`src/rtl/beat_tone_player_if.sv`:
```
// Song-player bus: play controls and tone in from the ROM side, beat index and audio out.
interface beat_tone_player_if;
    logic        en_b;
    logic        pause;
    logic [31:0] tone;
    logic [7:0]  beat_num;
    logic        beat_tick;
    logic        song_done;
    logic        playing;
    logic        audio_out;

    modport master (
        output en_b, pause, tone,
        input  beat_num, beat_tick, song_done, playing, audio_out
    );

    modport slave (
        input  en_b, pause, tone,
        output beat_num, beat_tick, song_done, playing, audio_out
    );
endinterface

```
`src/rtl/beat_tone_player.sv`:
```
// Quarter-beat sequencer for the song ROM plus a phase-accumulator square-wave
// synthesiser that plays the returned tone frequency on a 1-bit audio pin.
module beat_tone_player #(
    parameter int unsigned CLK_HZ   = 100_000_000,
    parameter int unsigned BEAT_HZ  = 8,
    parameter int unsigned BEAT_LEN = 256
) (
    input  logic                clk,
    input  logic                rst_n,
    beat_tone_player_if.slave   bus
);

    localparam int unsigned BEAT_DIV      = CLK_HZ / BEAT_HZ;
    localparam logic [31:0] BEAT_LAST     = 32'(BEAT_DIV - 1);
    localparam logic [7:0]  BEAT_NUM_LAST = 8'(BEAT_LEN - 1);
    localparam logic [33:0] CLK_HZ_W      = 34'(CLK_HZ);

    typedef enum logic [1:0] {
        IDLE   = 2'd0,
        PLAY   = 2'd1,
        PAUSED = 2'd2
    } state_t;

    state_t      state;
    state_t      next_state;

    logic [31:0] beat_cnt;
    logic [7:0]  beat_num;
    logic        beat_tick;
    logic        song_done;

    logic [31:0] tone_q;
    logic [31:0] tone_prev;
    logic [31:0] acc;
    logic        audio;

    logic        beat_clear;
    logic        beat_run;
    logic [33:0] phase_step;
    logic [33:0] phase_sum;
    logic        silent;
    logic        note_change;

    // ---------------- control FSM ----------------
    always_ff @(posedge clk or negedge rst_n) begin
        if (!rst_n) state <= IDLE;
        else        state <= next_state;
    end

    always_comb begin
        next_state = state;
        case (state)
            IDLE:    if (bus.en_b) next_state = PLAY;
            PLAY: begin
                if (!bus.en_b)     next_state = IDLE;
                else if (bus.pause) next_state = PAUSED;
            end
            PAUSED: begin
                if (!bus.en_b)      next_state = IDLE;
                else if (!bus.pause) next_state = PLAY;
            end
            default: next_state = IDLE;
        endcase
    end

    // ---------------- beat sequencer ----------------
    // The counter advances on every enabled, un-paused cycle outside IDLE, so the
    // PAUSED->PLAY turnaround cycle still counts and a pause of N cycles adds exactly N.
    assign beat_clear = !bus.en_b || (state == IDLE);
    assign beat_run   = bus.en_b && !bus.pause && (state != IDLE);

    always_ff @(posedge clk or negedge rst_n) begin
        if (!rst_n) begin
            beat_cnt  <= '0;
            beat_num  <= '0;
            beat_tick <= 1'b0;
            song_done <= 1'b0;
        end else begin
            beat_tick <= 1'b0;
            song_done <= 1'b0;
            if (beat_clear) begin
                beat_cnt <= '0;
                beat_num <= '0;
            end else if (beat_run) begin
                if (beat_cnt == BEAT_LAST) begin
                    beat_cnt  <= '0;
                    beat_tick <= 1'b1;
                    if (beat_num == BEAT_NUM_LAST) begin
                        beat_num  <= '0;
                        song_done <= 1'b1;
                    end else begin
                        beat_num <= beat_num + 8'd1;
                    end
                end else begin
                    beat_cnt <= beat_cnt + 32'd1;
                end
            end
        end
    end

    // ---------------- tone synthesiser ----------------
    // Adding 2*f per clock and wrapping at CLK_HZ toggles 2*f times per second,
    // giving a square wave of exactly f Hz on average.
    assign phase_step  = {1'b0, tone_q, 1'b0};
    assign phase_sum   = {2'b00, acc} + phase_step;
    assign note_change = (tone_q != tone_prev);
    assign silent      = (tone_q == 32'd0) || (phase_step > CLK_HZ_W) ||
                         (state != PLAY) || bus.pause || !bus.en_b;

    always_ff @(posedge clk or negedge rst_n) begin
        if (!rst_n) begin
            tone_q    <= '0;
            tone_prev <= '0;
            acc       <= '0;
            audio     <= 1'b0;
        end else begin
            tone_q    <= bus.tone;
            tone_prev <= tone_q;
            if (silent || note_change) begin
                acc   <= '0;
                audio <= 1'b0;
            end else if (phase_sum >= CLK_HZ_W) begin
                acc   <= 32'(phase_sum - CLK_HZ_W);
                audio <= ~audio;
            end else begin
                acc <= phase_sum[31:0];
            end
        end
    end

    assign bus.beat_num  = beat_num;
    assign bus.beat_tick = beat_tick;
    assign bus.song_done = song_done;
    assign bus.playing   = (state == PLAY);
    assign bus.audio_out = audio;

endmodule

```
`src/flat_wrapper.sv`:
```
// flat-port wrapper written by rule: the top's interface ports become plain ports
module beat_tone_player_flat 
#(
    parameter int unsigned CLK_HZ   = 100_000_000,
    parameter int unsigned BEAT_HZ  = 8,
    parameter int unsigned BEAT_LEN = 256
)
  (clk, rst_n, bus_en_b, bus_pause, bus_tone, bus_beat_num, bus_beat_tick, bus_song_done, bus_playing, bus_audio_out);
  beat_tone_player_if bus_i ();
  input  logic clk;
  input  logic rst_n;
  input wire logic [$bits(bus_i.en_b)-1:0] bus_en_b;
  input wire logic [$bits(bus_i.pause)-1:0] bus_pause;
  input wire logic [$bits(bus_i.tone)-1:0] bus_tone;
  output wire logic [$bits(bus_i.beat_num)-1:0] bus_beat_num;
  output wire logic [$bits(bus_i.beat_tick)-1:0] bus_beat_tick;
  output wire logic [$bits(bus_i.song_done)-1:0] bus_song_done;
  output wire logic [$bits(bus_i.playing)-1:0] bus_playing;
  output wire logic [$bits(bus_i.audio_out)-1:0] bus_audio_out;
  assign bus_i.en_b = bus_en_b;
  assign bus_i.pause = bus_pause;
  assign bus_i.tone = bus_tone;
  assign bus_beat_num = bus_i.beat_num;
  assign bus_beat_tick = bus_i.beat_tick;
  assign bus_song_done = bus_i.song_done;
  assign bus_playing = bus_i.playing;
  assign bus_audio_out = bus_i.audio_out;
  beat_tone_player #(.CLK_HZ(CLK_HZ), .BEAT_HZ(BEAT_HZ), .BEAT_LEN(BEAT_LEN)) u_core (.clk(clk), .rst_n(rst_n), .bus(bus_i));
endmodule
```
`config.mk`:
```
export PLATFORM = sky130hd
export DESIGN_NAME = beat_tone_player_flat
export DESIGN_NICKNAME = d
export VERILOG_FILES = /design/src/rtl/beat_tone_player_if.sv /design/src/rtl/beat_tone_player.sv /design/src/flat_wrapper.sv
export SDC_FILE = /design/constraint.sdc
export NUM_CORES = 1
export LEC_CHECK = 0
export ABC_AREA = 1
export BUFFER_PORTS_ARGS = -buffer_cell sky130_fd_sc_hd__buf_2
export CELL_PAD_IN_SITES_DETAIL_PLACEMENT = 0
export CELL_PAD_IN_SITES_GLOBAL_PLACEMENT = 1
export CORE_MARGIN = 4
export CORE_UTILIZATION = 49
export CTS_CLUSTER_DIAMETER = 60
export DETAILED_ROUTE_END_ITERATION = 10
export GPL_ROUTABILITY_DRIVEN = 1
export PLACE_DENSITY = 0.95
export SYNTH_ARGS = -nofsm -noshare
export SYNTH_HDL_FRONTEND = slang
export SYNTH_SLANG_ARGS = --single-unit
```
`constraint.sdc`:
```
create_clock -name clk -period 9.05 [get_ports clk]
set_input_delay 1.81 -clock clk [delete_from_list [all_inputs] [get_ports clk]]
set_output_delay 1.81 -clock clk [all_outputs]
set_load 0.1 [all_outputs]
```
Word-level counts from Yosys, hierarchy flattened
Cells that the tools add are included.

$add $sub $neg: 4. Order comparisons: 2. Equality and inequality tests: 9. Multiplexer cells: 24. Bitwise operators: 1. Reductions and logical operators: 18.

Operator list (number): $mux 32 (5); $add 32x33->34 (1); $ge 34x27->1 const B (1); $gt 33x27->1 const B (1); $add 32x1->32 const B (1); $eq 32x24->1 const B (1); $logic_not 32->1 (1); $mux 8 (4); $ne 32x32->1 (1); $sub 32x27->32 const B (1); $mux 2 (5); $mux 1 (9); $add 8x1->8 const B (1); $eq 8x8->1 const B (1); $reduce_bool 2->1 (4); $logic_or 1x1->1 (6); $ne 3x3->1 const B (2); $pmux 2 s3 (1); $reduce_and 3->1 (1); $eq 2x1->1 const B (1); $eq 2x2->1 const B (1); $logic_and 1x1->1 (2); $logic_not 1->1 (2); $logic_not 2->1 (1); other kinds (4) (4).

Register bits: 141. Bits of input ports: 36. Logic and storage cells: 67.

Depth between registers and ports, before layout
Gate-level depths: netlist (run 1).

Depth in word-level cells: 7. Depth in mapped cells: 23. Depth with buffers taken out: 22.

Least setup slack after synthesis (run 1)
No wires, ideal clock.

Kind: register -> output. Start point: register u_core.state[1]. End point: output port bus_playing. Arrival: 1.685 ns. Data required time: 7.240 ns. Slack: 5.555 ns. Cell stages (with the launch flop): 2. Buffers on the path: 0. Path through: dfrtp_1 -> nor2_1.

Longest elaborated chain between the ends: 1.

Ends and longest elaborated chain: start, declared (RTL line beat_tone_player.sv:24) `state_t state;`; start signal, assigned (RTL line beat_tone_player.sv:47) `else state <= next_state;`; $eq 2x1->1 (RTL line beat_tone_player.sv:134) `assign bus.playing = (state == PLAY);`; end, declared (RTL line flat_wrapper.sv:18) `output wire logic [$bits(bus_i.playing)-1:0] bus_playing;`.

Every way passes these cells.

Worst setup path in the final report (run 1)
Start point: register u_core.tone_q[6]. End point: register u_core.acc[8].

Longest elaborated chain between the ends: 7. Elaborated cells on any way between the ends: 13.

Ends and longest elaborated chain: start, declared (RTL line beat_tone_player.sv:32) `logic [31:0] tone_q;`; start signal, assigned (RTL line beat_tone_player.sv:117) `tone_q <= bus.tone;`; parallel branches: the longest is 6 deep, another holds $add 32x33->34; $mux 32 * (RTL line beat_tone_player.sv:119) `if (silent || note_change) begin`; end signal, assigned (RTL line beat_tone_player.sv:123) `acc <= 32'(phase_sum - CLK_HZ_W);`; end signal, assigned (RTL line beat_tone_player.sv:126) `acc <= phase_sum[31:0];`; end, declared (RTL line beat_tone_player.sv:34) `logic [31:0] acc;`.

Every way passes the cells marked *. A chain may end at the register's enable or synchronous reset.

==> flow_summary.json, run 1 <==
{
  "setup.worst_path.end": "u_core.acc[8]",
  "hold_buffers": 0,
  "post_drt_via_cell_ratio": 5.27,
  "synth_seq_cells": 140,
  "final_cell_mix": "385 x nand2_1, 207 x inv_1, 161 x nor2_1",
  "ant_nets": 0,
  "yosysSeqAreaShare": 0.385,
  "period_share": 0.423,
  "peakVddDrop_uv": 122,
  "synth_flop_cell": "dfrtp_1",
  "endpoint_kind": "register",
  "cts_buffers": 17,
  "ctsRootBufferMaster": "clkbuf_16",
  "path_class": "reg2reg",
  "start_kind": "register",
  "p_leak_nw": 5.27,
  "grt_pass1_wl_um": 41800,
  "hold_ws_ns": 0.458,
  "vias": 8433,
  "p_per_area_nw_per_um2": 149,
  "synthCells": 1300,
  "clk_pin_slew_ns": 0.07,
  "clkSinkCount": 140,
  "r2r_start": "u_core.tone_q[6]",
  "setup_tns_ns": 0,
  "dr.pass1.iters": 5,
  "maxSlewViolCount": 0,
  "status": "finished, final reports clean",
  "post_cts_resized": 0,
  "ys_warn_count": 0,
  "maxCapViolCount": 0,
  "synth_cell_types": 51,
  "final-hold-violation-count": 0,
  "gr-total-overflow": 0,
  "synth-async-reset-ratio": 1.00,
  "worstReg2RegEnd": "u_core.acc[8]",
  "detail_route.wl_per_cell_um": 16.0,
  "reg2reg_slack_ns": 5.22,
  "core_um2": 18100,
  "grt_max_degree": 82,
  "antenna_found_initial": 0,
  "critical_path_required_ns": 9.37,
  "fmax_mhz": 261,
  "cts_tree": "built",
  "design.die.area_um2": 20800,
  "htree_levels": 4,
  "wl_um": 25600,
  "fin_nets": 1431,
  "grt_pass1_vias": 8092,
  "n_antenna_cell": 0,
  "cts_buffer_depth": 2,
  "grtUsageTotal": 0.258,
  "syn_nets": 1372,
  "reg2reg_depth": 18,
  "worst_slew_pin_slew_ns": 0.913,
  "io_pins": 48,
  "drive_gt1_frac": 0.105,
  "setup_violations": 0,
  "rows": 49,
  "final_cell_area_um2": 10200,
  "crit_path_start": "u_core.tone_q[6]",
  "hold_path.class": "reg2reg",
  "place.gp.congestion": 0.958,
  "initial_core_util": 0.503,
  "drc": 0,
  "dp.cells": 1569,
  "post-route-min-period_ns": 3.83,
  "synth_edf_count": 0,
  "cp.arrival_ns": 4.15,
  "crit_fanout": 42,
  "syn_area_um2": 9100,
  "die_height_um": 144,
  "post_cts_buffers": 0,
  "mostFrequentLayoutCell": "nand2_1",
  "hold_depth": 0,
  "clock_latency_ns": 0.43,
  "synth_area_per_cell_um2": 7.00,
  "port_buffers": 47,
  "area_growth_pct": 11.7,
  "rsz0062_at_grt": "no",
  "instances_no_fill": 1600,
  "hpwl_um": 19900,
  "post_dp_cell_area_um2": 9580,
  "maxSlewHeadroom": 0.390,
  "power.total_mw": 1.51,
  "drt_iter0_drc": 585,
  "clock_skew_ns": 0.0151,
  "fp.dieW_um": 144
}
stage by stage:
stage,utilization,worst slack [ns]
after floorplan,-,5.55
after global placement,0.530,4.95
after detailed placement,0.530,4.86
after CTS,0.562,5.28
after global routing,0.562,4.87
final,0.562,5.22
cell type report:
type	instances	area (um2)
Clock buffer	21	480
Tap cell	229	287
Timing Repair Buffer	49	256
Fill cell	1707	7920
Multi-Input combinational cell	934	4720
Sequential cell	140	3500
Inverter	217	815
Clock inverter	10	101
worst max-delay path, cell delays in order, from the launching register on:
cell,delay [ns]
dfrtp_1,0.49
ha_1,0.41
nand2_1,0.13
nor2_2,0.24
nand2_1,0.11
nand2_2,0.12
xor2_1,0.32
ha_1,0.24
nand3_1,0.09
nor2_1,0.10
nand4_1,0.19
nor2_1,0.14
nand2_1,0.10
nor2_1,0.14
nand3_2,0.12
nand3_4,0.40
inv_1,0.19
nor2_1,0.13
nor2_1,0.05
how the worst min path moves through the flow:
stage / start / end
2_1_floorplan: u_core.tone_q[20] / u_core.tone_prev[20]
3_3_place_gp: u_core.tone_q[31] / u_core.tone_prev[31]
3_5_place_dp: u_core.tone_q[31] / u_core.tone_prev[31]
4_1_cts: u_core.tone_q[31] / u_core.tone_prev[31]
5_1_grt: u_core.tone_q[28] / u_core.tone_prev[28]
6_report: u_core.tone_q[31] / u_core.tone_prev[31]
metal layers:
metal | vias up | GRT usage | routed length (um)
met5 | - | 0 | 0
met4 | 0 | 0.0859 | 675
met3 | 42 | 0.0364 | 1310
met2 | 213 | 0.390 | 11200
met1 | 3939 | 0.381 | 12400
li1 | 4239 | - | -
synthesized netlist by cell type (all sizes together), types with 2 or more instances:
library cell | number | area, um2
xnor2 | 13 | 114
a21o | 2 | 15.0
a211oi | 4 | 30.0
nand3b | 6 | 45.0
a22o | 2 | 17.5
o32ai | 2 | 17.5
nor3b | 2 | 15.0
xor2 | 14 | 123
clkinv | 6 | 22.5
a22oi | 3 | 22.5
ha | 35 | 438
a21oi | 57 | 312
o211ai | 2 | 15.0
buf | 5 | 50.0
or2 | 5 | 31.3
o22ai | 9 | 56.3
nand4 | 32 | 200
and3 | 2 | 12.5
clkbuf | 4 | 15.0
nand3 | 71 | 398
nor3 | 24 | 125
a221oi | 5 | 43.8
nand2 | 406 | 1580
nor4 | 12 | 75.1
nor2 | 180 | 748
inv | 211 | 792
o21ai | 31 | 155
o21bai | 2 | 18.8
and2 | 4 | 25.0
dfrtp | 140 | 3500
state kept, by name, indices dropped and copies added (netlist names):
| signal | flops |
|---|---|
| u_core.state | 2 |
| u_core.acc | 31 |
| u_core.bus.audio_out | 1 |
| u_core.tone_q | 32 |
| u_core.beat_cnt | 32 |
| u_core.bus.song_done | 1 |
| u_core.bus.beat_num | 8 |
| u_core.bus.beat_tick | 1 |
| u_core.tone_prev | 32 |
power breakdown:
group	switching [mW]	leakage, nW	internal [mW]
registers	0.0225	1.80	0.644
logic	0.104	3.18	0.0447
clock network	0.287	0.279	0.410
total	0.413	5.27	1.10
kinds of logic (layout without fill, tap and decap cells):
group | Yosys count | in the layout | synth area share
AND/OR/NAND/NOR | 744 | 744 | 0.357
buffers and inverters | 226 | 297 | 0.0967
flip-flops | 140 | 140 | 0.385
AO/OA/AOI/OAI | 127 | 127 | 0.0843
adder cells (fa/ha/maj) | 36 | 36 | 0.0503
XOR/XNOR | 27 | 27 | 0.0260
Power figures use the tool's default switching activity.
==> inputs of run 2 (changes only) <==
--- a/config.mk
+++ b/config.mk
@@ -10,11 +10,11 @@
 export CELL_PAD_IN_SITES_DETAIL_PLACEMENT = 0
 export CELL_PAD_IN_SITES_GLOBAL_PLACEMENT = 1
 export CORE_MARGIN = 4
-export CORE_UTILIZATION = 49
+export CORE_UTILIZATION = 45
 export CTS_CLUSTER_DIAMETER = 60
 export DETAILED_ROUTE_END_ITERATION = 10
 export GPL_ROUTABILITY_DRIVEN = 1
-export PLACE_DENSITY = 0.95
+export PLACE_DENSITY = 0.89
 export SYNTH_ARGS = -nofsm -noshare
 export SYNTH_HDL_FRONTEND = slang
 export SYNTH_SLANG_ARGS = --single-unit
==> constraint.sdc (replaced) <==
create_clock -name clk -period 3.7 [get_ports clk]
set_input_delay 0.74 -clock clk [delete_from_list [all_inputs] [get_ports clk]]
set_output_delay 0.74 -clock clk [all_outputs]
set_load 0.1 [all_outputs]
==> run 2 against run 1 <==
Register-to-register slack worse by 4.9 ns; non-clock buffer count is 8 higher; cell count grew 2.8%; combinational power rose to 2.5 times the previous value; via count grew 0.72%; worst setup slack got worse by 4.9 ns; sequential power grew 140%; worst hold slack got worse by 0.13 ns; wire length increased by 3.3%; maximum frequency rose by 14%; largest power group unchanged.
==> flow_summary.json, run 2 (synthesis results as in run 1) <==
{
  "worst_slew_pin_slew_ns": 0.796,
  "cts_buffer_depth": 2,
  "num-fill-cells": 1974,
  "top_regs": "u_core.beat_cnt (32), u_core.tone_prev (32), u_core.tone_q (32)",
  "detail_route.wl_per_cell_um": 16.1,
  "ant_nets": 0,
  "grt_pass1_vias": 7900,
  "drt_iter0_drc": 773,
  "critical_path_required_ns": 4.03,
  "place.gp.congestion": 0.954,
  "rows": 51,
  "initial_core_util": 0.463,
  "io_pins": 48,
  "clkSinkCount": 140,
  "utilization": 0.525,
  "setup_violations": 0,
  "endpoint_kind": "register",
  "ctsRootBufferMaster": "clkbuf_16",
  "crit_fanout": 6,
  "period_share": 0.908,
  "final_cell_area_um2": 10300,
  "clk_pin_slew_ns": 0.07,
  "rsz0062_at_grt": "no",
  "mostFrequentLayoutCell": "nand2_1",
  "setup_tns_ns": 0,
  "grt_pass1_wl_um": 42100,
  "drive_gt1_frac": 0.112,
  "die_height_um": 150,
  "core_um2": 19700,
  "dr.pass1.iters": 5,
  "start_kind": "register",
  "maxSlewHeadroom": 0.467,
  "post-route-min-period_ns": 3.36,
  "max_stage_delay_ns": 0.44,
  "hold_buffers": 0,
  "wl_um": 26400,
  "grt_max_degree": 80,
  "cts_buffers": 17,
  "peakVddDrop_uv": 229,
  "cts_tree": "built",
  "antenna_found_initial": 0,
  "post_dp_cell_area_um2": 9670,
  "area_growth_pct": 13.4,
  "cpMostUsedCell": "nand3_1",
  "gr-total-overflow": 0,
  "p_per_area_nw_per_um2": 366,
  "fmax_mhz": 298,
  "htree_levels": 4,
  "cp_cell_sequence": "ha_1 > fa_1 > nand2_1 > nand2_1 > nand3_1 > nand2_2 > xor2_2 > inv_1 > ha_1 > inv_1 > nor2_1 > nand2_2 > nand3_2 > o21bai_2 > nand3_1 > nand3_1 > nand3_1 > nor2_1",
  "cp_slowest_cell": "fa_1",
  "p_leak_nw": 5.33,
  "setup_slack_ns": 0.340,
  "clock_skew_ns": 0.0127,
  "n_antenna_cell": 0,
  "hold_path.class": "in2async",
  "port_buffers": 47,
  "fin_nets": 1439,
  "status": "finished, final reports clean",
  "maxSlewViolCount": 0,
  "maxCapViolCount": 0,
  "grtUsageTotal": 0.243,
  "drc": 0,
  "cp.arrival_ns": 3.69,
  "final-hold-violation-count": 0,
  "design.die.area_um2": 22600,
  "path_class": "reg2reg",
  "hpwl_um": 21100,
  "final_cell_mix": "385 x nand2_1, 207 x inv_1, 161 x nor2_1",
  "reg2reg_slack_ns": 0.34,
  "vias": 8494,
  "clock_latency_ns": 0.43,
  "dp_worst_setup_slack_ns": 0.279,
  "fp.dieW_um": 150,
  "post_drt_via_cell_ratio": 5.16
}
-- run 2: power breakdown --
part | leakage (nW) | switching (mW) | internal, mW
sequential | 1.80 | 0.0522 | 1.57
clock | 0.301 | 0.802 | 0.977
combinational | 3.23 | 0.258 | 0.112
-- run 2: worst max-delay path, delay by kind of cell (launching register included) --
family | cells | cell delay (ns)
fa+ha+maj | 3 | 0.93
buf+inv | 2 | 0.17
flops | 1 | 0.43
xor+xnor | 1 | 0.22
simple gates | 11 | 1.24
compound gates | 1 | 0.27
-- run 2: metal layers --
| metal | vias up | part of all wire | global-route usage |
|---|---|---|---|
| li1 | 4271 | - | - |
| met3 | 34 | 0.056 | 0.0346 |
| met5 | - | 0 | 0 |
| met2 | 232 | 0.43 | 0.359 |
| met4 | 0 | 0.017 | 0.0650 |
| met1 | 3957 | 0.50 | 0.372 |
-- run 2: through the flow --
| stage | cells | hold slack, ns | power [mW] |
|---|---|---|---|
| 4_1_cts | 1642 | 0.352 | 3.81 |
| 6_report | 1645 | 0.324 | 3.77 |
| 3_5_place_dp | 1610 | 0.449 | 2.02 |
| 3_3_place_gp | 1610 | 0.431 | 2.02 |
| 5_1_grt | 1645 | 0.389 | 3.93 |
| 2_1_floorplan | 1300 | 0.378 | 1.87 |
-- run 2: worst paths after layout --
check | from | to | depth (start not counted)
max | u_core.tone_q[0] | u_core.acc[28] | 18
min | rst_n | u_core.tone_q[10] | 1
max reg2reg | u_core.tone_q[0] | u_core.acc[28] | 18
min reg2reg | u_core.tone_q[0] | u_core.tone_prev[0] | 0
max in group asynchronous | rst_n | u_core.acc[30] | 2
min in group clk | bus_tone[2] | u_core.tone_q[2] | 1
-- run 2: timing repair --
action                                  CTS  global route
endpoints found under the setup margin    0            17
resized for setup                         0             1
setup buffers                             0             3
-- run 2: cell type report --
class | count | area (um2) | share of cell area
clock buffer | 17 | 425 | 0.0413
clock inverter | 15 | 188 | 0.0182
inverter | 217 | 815 | 0.0790
multi-input combinational | 934 | 4720 | 0.458
sequential | 140 | 3500 | 0.340
tap | 265 | 332 | 0.0322
timing repair buffer | 57 | 329 | 0.0319
==> inputs of run 3 (changes only) <==
--- a/config.mk
+++ b/config.mk
@@ -5,12 +5,12 @@
 export SDC_FILE = /design/constraint.sdc
 export NUM_CORES = 1
 export LEC_CHECK = 0
-export ABC_AREA = 1
+export ABC_AREA = 0
 export BUFFER_PORTS_ARGS = -buffer_cell sky130_fd_sc_hd__buf_2
 export CELL_PAD_IN_SITES_DETAIL_PLACEMENT = 0
 export CELL_PAD_IN_SITES_GLOBAL_PLACEMENT = 1
 export CORE_MARGIN = 4
-export CORE_UTILIZATION = 45
+export CORE_UTILIZATION = 48
 export CTS_CLUSTER_DIAMETER = 60
 export DETAILED_ROUTE_END_ITERATION = 10
 export GPL_ROUTABILITY_DRIVEN = 1
==> run 3 against run 2 <==
The run now ends with setup timing left; clock-buffer cell count grew 1; clock skew shrank 0.0049 ns; sequential share of layout area shrank 0.24 points; synthesized area shrank 12%; largest cell class unchanged; highest routed layer unchanged.
==> flow_summary.json, run 3 <==
{
  "detail_route.wl_per_cell_um": 19.4,
  "synth-async-reset-ratio": 1.00,
  "critical-path-top-delay-family": "compound AO/OA/AOI/OAI gates",
  "dp_worst_setup_slack_ns": -0.305,
  "worst_slew_pin_slew_ns": 0.822,
  "hold_path.class": "in2async",
  "clkSinkCount": 140,
  "hold_ws_ns": 0.382,
  "ys_top_cells_by_count": "140 x dfrtp_1, 72 x o21ai_0, 66 x a21oi_1",
  "io_pins": 48,
  "endpoint_kind": "register",
  "crit_fanout": 5,
  "num-fill-cells": 1254,
  "post-route-min-period_ns": 4.04,
  "max_stage_delay_ns": 0.42,
  "post_drt_via_cell_ratio": 5.98,
  "synth_top_area_share": 0.440,
  "synthAdderAreaFrac": 0.0575,
  "p_leak_nw": 4.58,
  "synth_top_family_by_area": "simple AND/OR/NAND/NOR gates",
  "top_regs": "u_core.beat_cnt (32), u_core.tone_prev (32), u_core.tone_q (32)",
  "final_cell_area_um2": 10400,
  "design.die.area_um2": 18700,
  "clk_pin_slew_ns": 0.06,
  "synth-compound-area-share": 0.174,
  "die_height_um": 137,
  "drc": 0,
  "setup_slack_ns": -0.342,
  "initial_core_util": 0.496,
  "antenna_found_initial": 0,
  "setup_tns_ns": -3.67,
  "yosysTopAreaCell": "dfrtp_1",
  "hpwl_um": 16800,
  "reg2reg_depth": 15,
  "dp.cells": 1187,
  "fmax_mhz": 247,
  "violations": "setup timing",
  "instances_no_fill": 1245,
  "drive_gt1_frac": 0.295,
  "n_antenna_cell": 0,
  "rows": 46,
  "cp_num_buf_inv": 2,
  "drt_iter0_drc": 680,
  "mostFrequentLayoutCell": "dfrtp_1",
  "utilization": 0.647,
  "synth_mux_area_frac": 0.00408,
  "cp.arrival_ns": 4.32,
  "syn_area_um2": 7970,
  "vias": 7443,
  "gr-total-overflow": 0,
  "power.total_mw": 3.86,
  "synth.area.top_cells": "dfrtp_1 44%, ha_1 5.5%, o21ai_0 4.5%",
  "final_cell_mix": "140 x dfrtp_1, 128 x buf_4, 65 x o21ai_0",
  "synth.most_common_cell": "dfrtp_1",
  "critical_path_required_ns": 3.98,
  "hold_buffers": 0,
  "period_share": 1.09,
  "fp.dieW_um": 137,
  "htree_levels": 4,
  "wl_um": 24200,
  "maxSlewHeadroom": 0.452,
  "fin_nets": 1088,
  "synth_edf_count": 0,
  "core_um2": 16100,
  "status": "finished with violations",
  "synth_area_per_cell_um2": 9.52,
  "worstReg2RegEnd": "u_core.acc[24]",
  "cpMostUsedCell": "buf_4",
  "synthCells": 837,
  "cts_tree": "built",
  "cp_slowest_cell": "a221o_1",
  "path_class": "reg2reg",
  "synth_seq_cells": 140,
  "synth-xor-area-share": 0.0801,
  "reg2reg_slack_ns": -0.34,
  "dr.pass1.iters": 7,
  "port_buffers": 47,
  "grt_pass1_vias": 7317,
  "cp_cell_sequence": "ha_2 > fa_2 > a21o_1 > a221o_1 > a21o_4 > a21oi_2 > xnor2_1 > nand4_1 > buf_4 > o31ai_4 > a221oi_4 > o21a_2 > buf_4 > o31ai_1 > a21oi_1",
  "maxSlewViolCount": 0,
  "cts_buffer_depth": 2,
  "area_growth_pct": 30.4,
  "start_kind": "register",
  "place.gp.congestion": 0.922,
  "syn_nets": 909,
  "grt_pass1_wl_um": 37600,
  "clock_latency_ns": 0.42,
  "ctsRootBufferMaster": "clkbuf_16",
  "ys_warn_count": 0,
  "grtUsageTotal": 0.260,
  "post_dp_cell_area_um2": 9210,
  "clock_skew_ns": 0.00783,
  "setup_violations": 23,
  "r2r_start": "u_core.tone_q[0]",
  "yosys.area_share.simple": 0.216,
  "maxCapViolCount": 0,
  "yosysSeqAreaShare": 0.440,
  "p_per_area_nw_per_um2": 371,
  "peakVddDrop_uv": 395,
  "ant_nets": 0,
  "synth_cell_types": 77,
  "grt_max_degree": 89,
  "synth_flop_cell": "dfrtp_1",
  "final-hold-violation-count": 0,
  "cts_buffers": 17,
  "rsz0062_at_grt": "yes"
}
==> run 3: final cells by class <==
class / instances / area, um2 / share of cell area
inverter: 13 / 48.8 / 0.00470
clock inverter: 14 / 194 / 0.0187
sequential: 140 / 3500 / 0.337
clock buffer: 18 / 439 / 0.0423
timing repair buffer: 183 / 1310 / 0.126
multi-input combinational: 661 / 4620 / 0.445
tap: 216 / 270 / 0.0260
==> run 3: worst max path at each step <==
stage / startpoint / endpoint / cells past startpoint
global placement: u_core.tone_q[0] / u_core.acc[23] / 15
floorplan: u_core.tone_q[0] / u_core.acc[24] / 17
detailed placement: u_core.tone_q[0] / u_core.acc[23] / 15
CTS: u_core.tone_q[0] / u_core.acc[15] / 15
finish: u_core.tone_q[0] / u_core.acc[24] / 15
global route: u_core.tone_q[0] / u_core.acc[24] / 16
==> run 3: kinds of logic (layout without fill, tap and decap cells) <==
logic type,after synthesis,after routing
compound gates,223,226
xor+xnor,72,72
fa+ha+maj,36,36
buf+inv,39,228
flops,140,140
mux,3,3
simple gates,324,324
==> run 3: where the power goes <==
part	leakage (nW)	switching (mW)	internal, mW
Clock	0.295	0.667	1.15
Sequential	1.80	0.0371	1.57
Combinational	2.48	0.257	0.177
Total	4.58	0.961	2.89
==> run 3: layer usage <==
metal / routed length, um / track usage
met5: 0 / 0
met4: 811 / 0.0992
met3: 1640 / 0.0518
met2: 11400 / 0.413
met1: 10400 / 0.353
==> run 3: worst reg2reg max path, stage by stage (launching register included) <==
cell and delay [ns]:
dfrtp_1 0.38, ha_2 0.20, fa_2 0.34, a21o_1 0.19, a221o_1 0.42, a21o_4 0.28, a21oi_2 0.16, xnor2_1 0.20
nand4_1 0.18, buf_4 0.20, o31ai_4 0.30, a221oi_4 0.14, o21a_2 0.28, buf_4 0.18, o31ai_1 0.30, a21oi_1 0.14
==> run 3: repair_timing <==
action,CTS,global route
buffers inserted,18,5
pin swaps,16,15
resized for setup,34,35
gates cloned,3,0
endpoints found under the setup margin,24,25
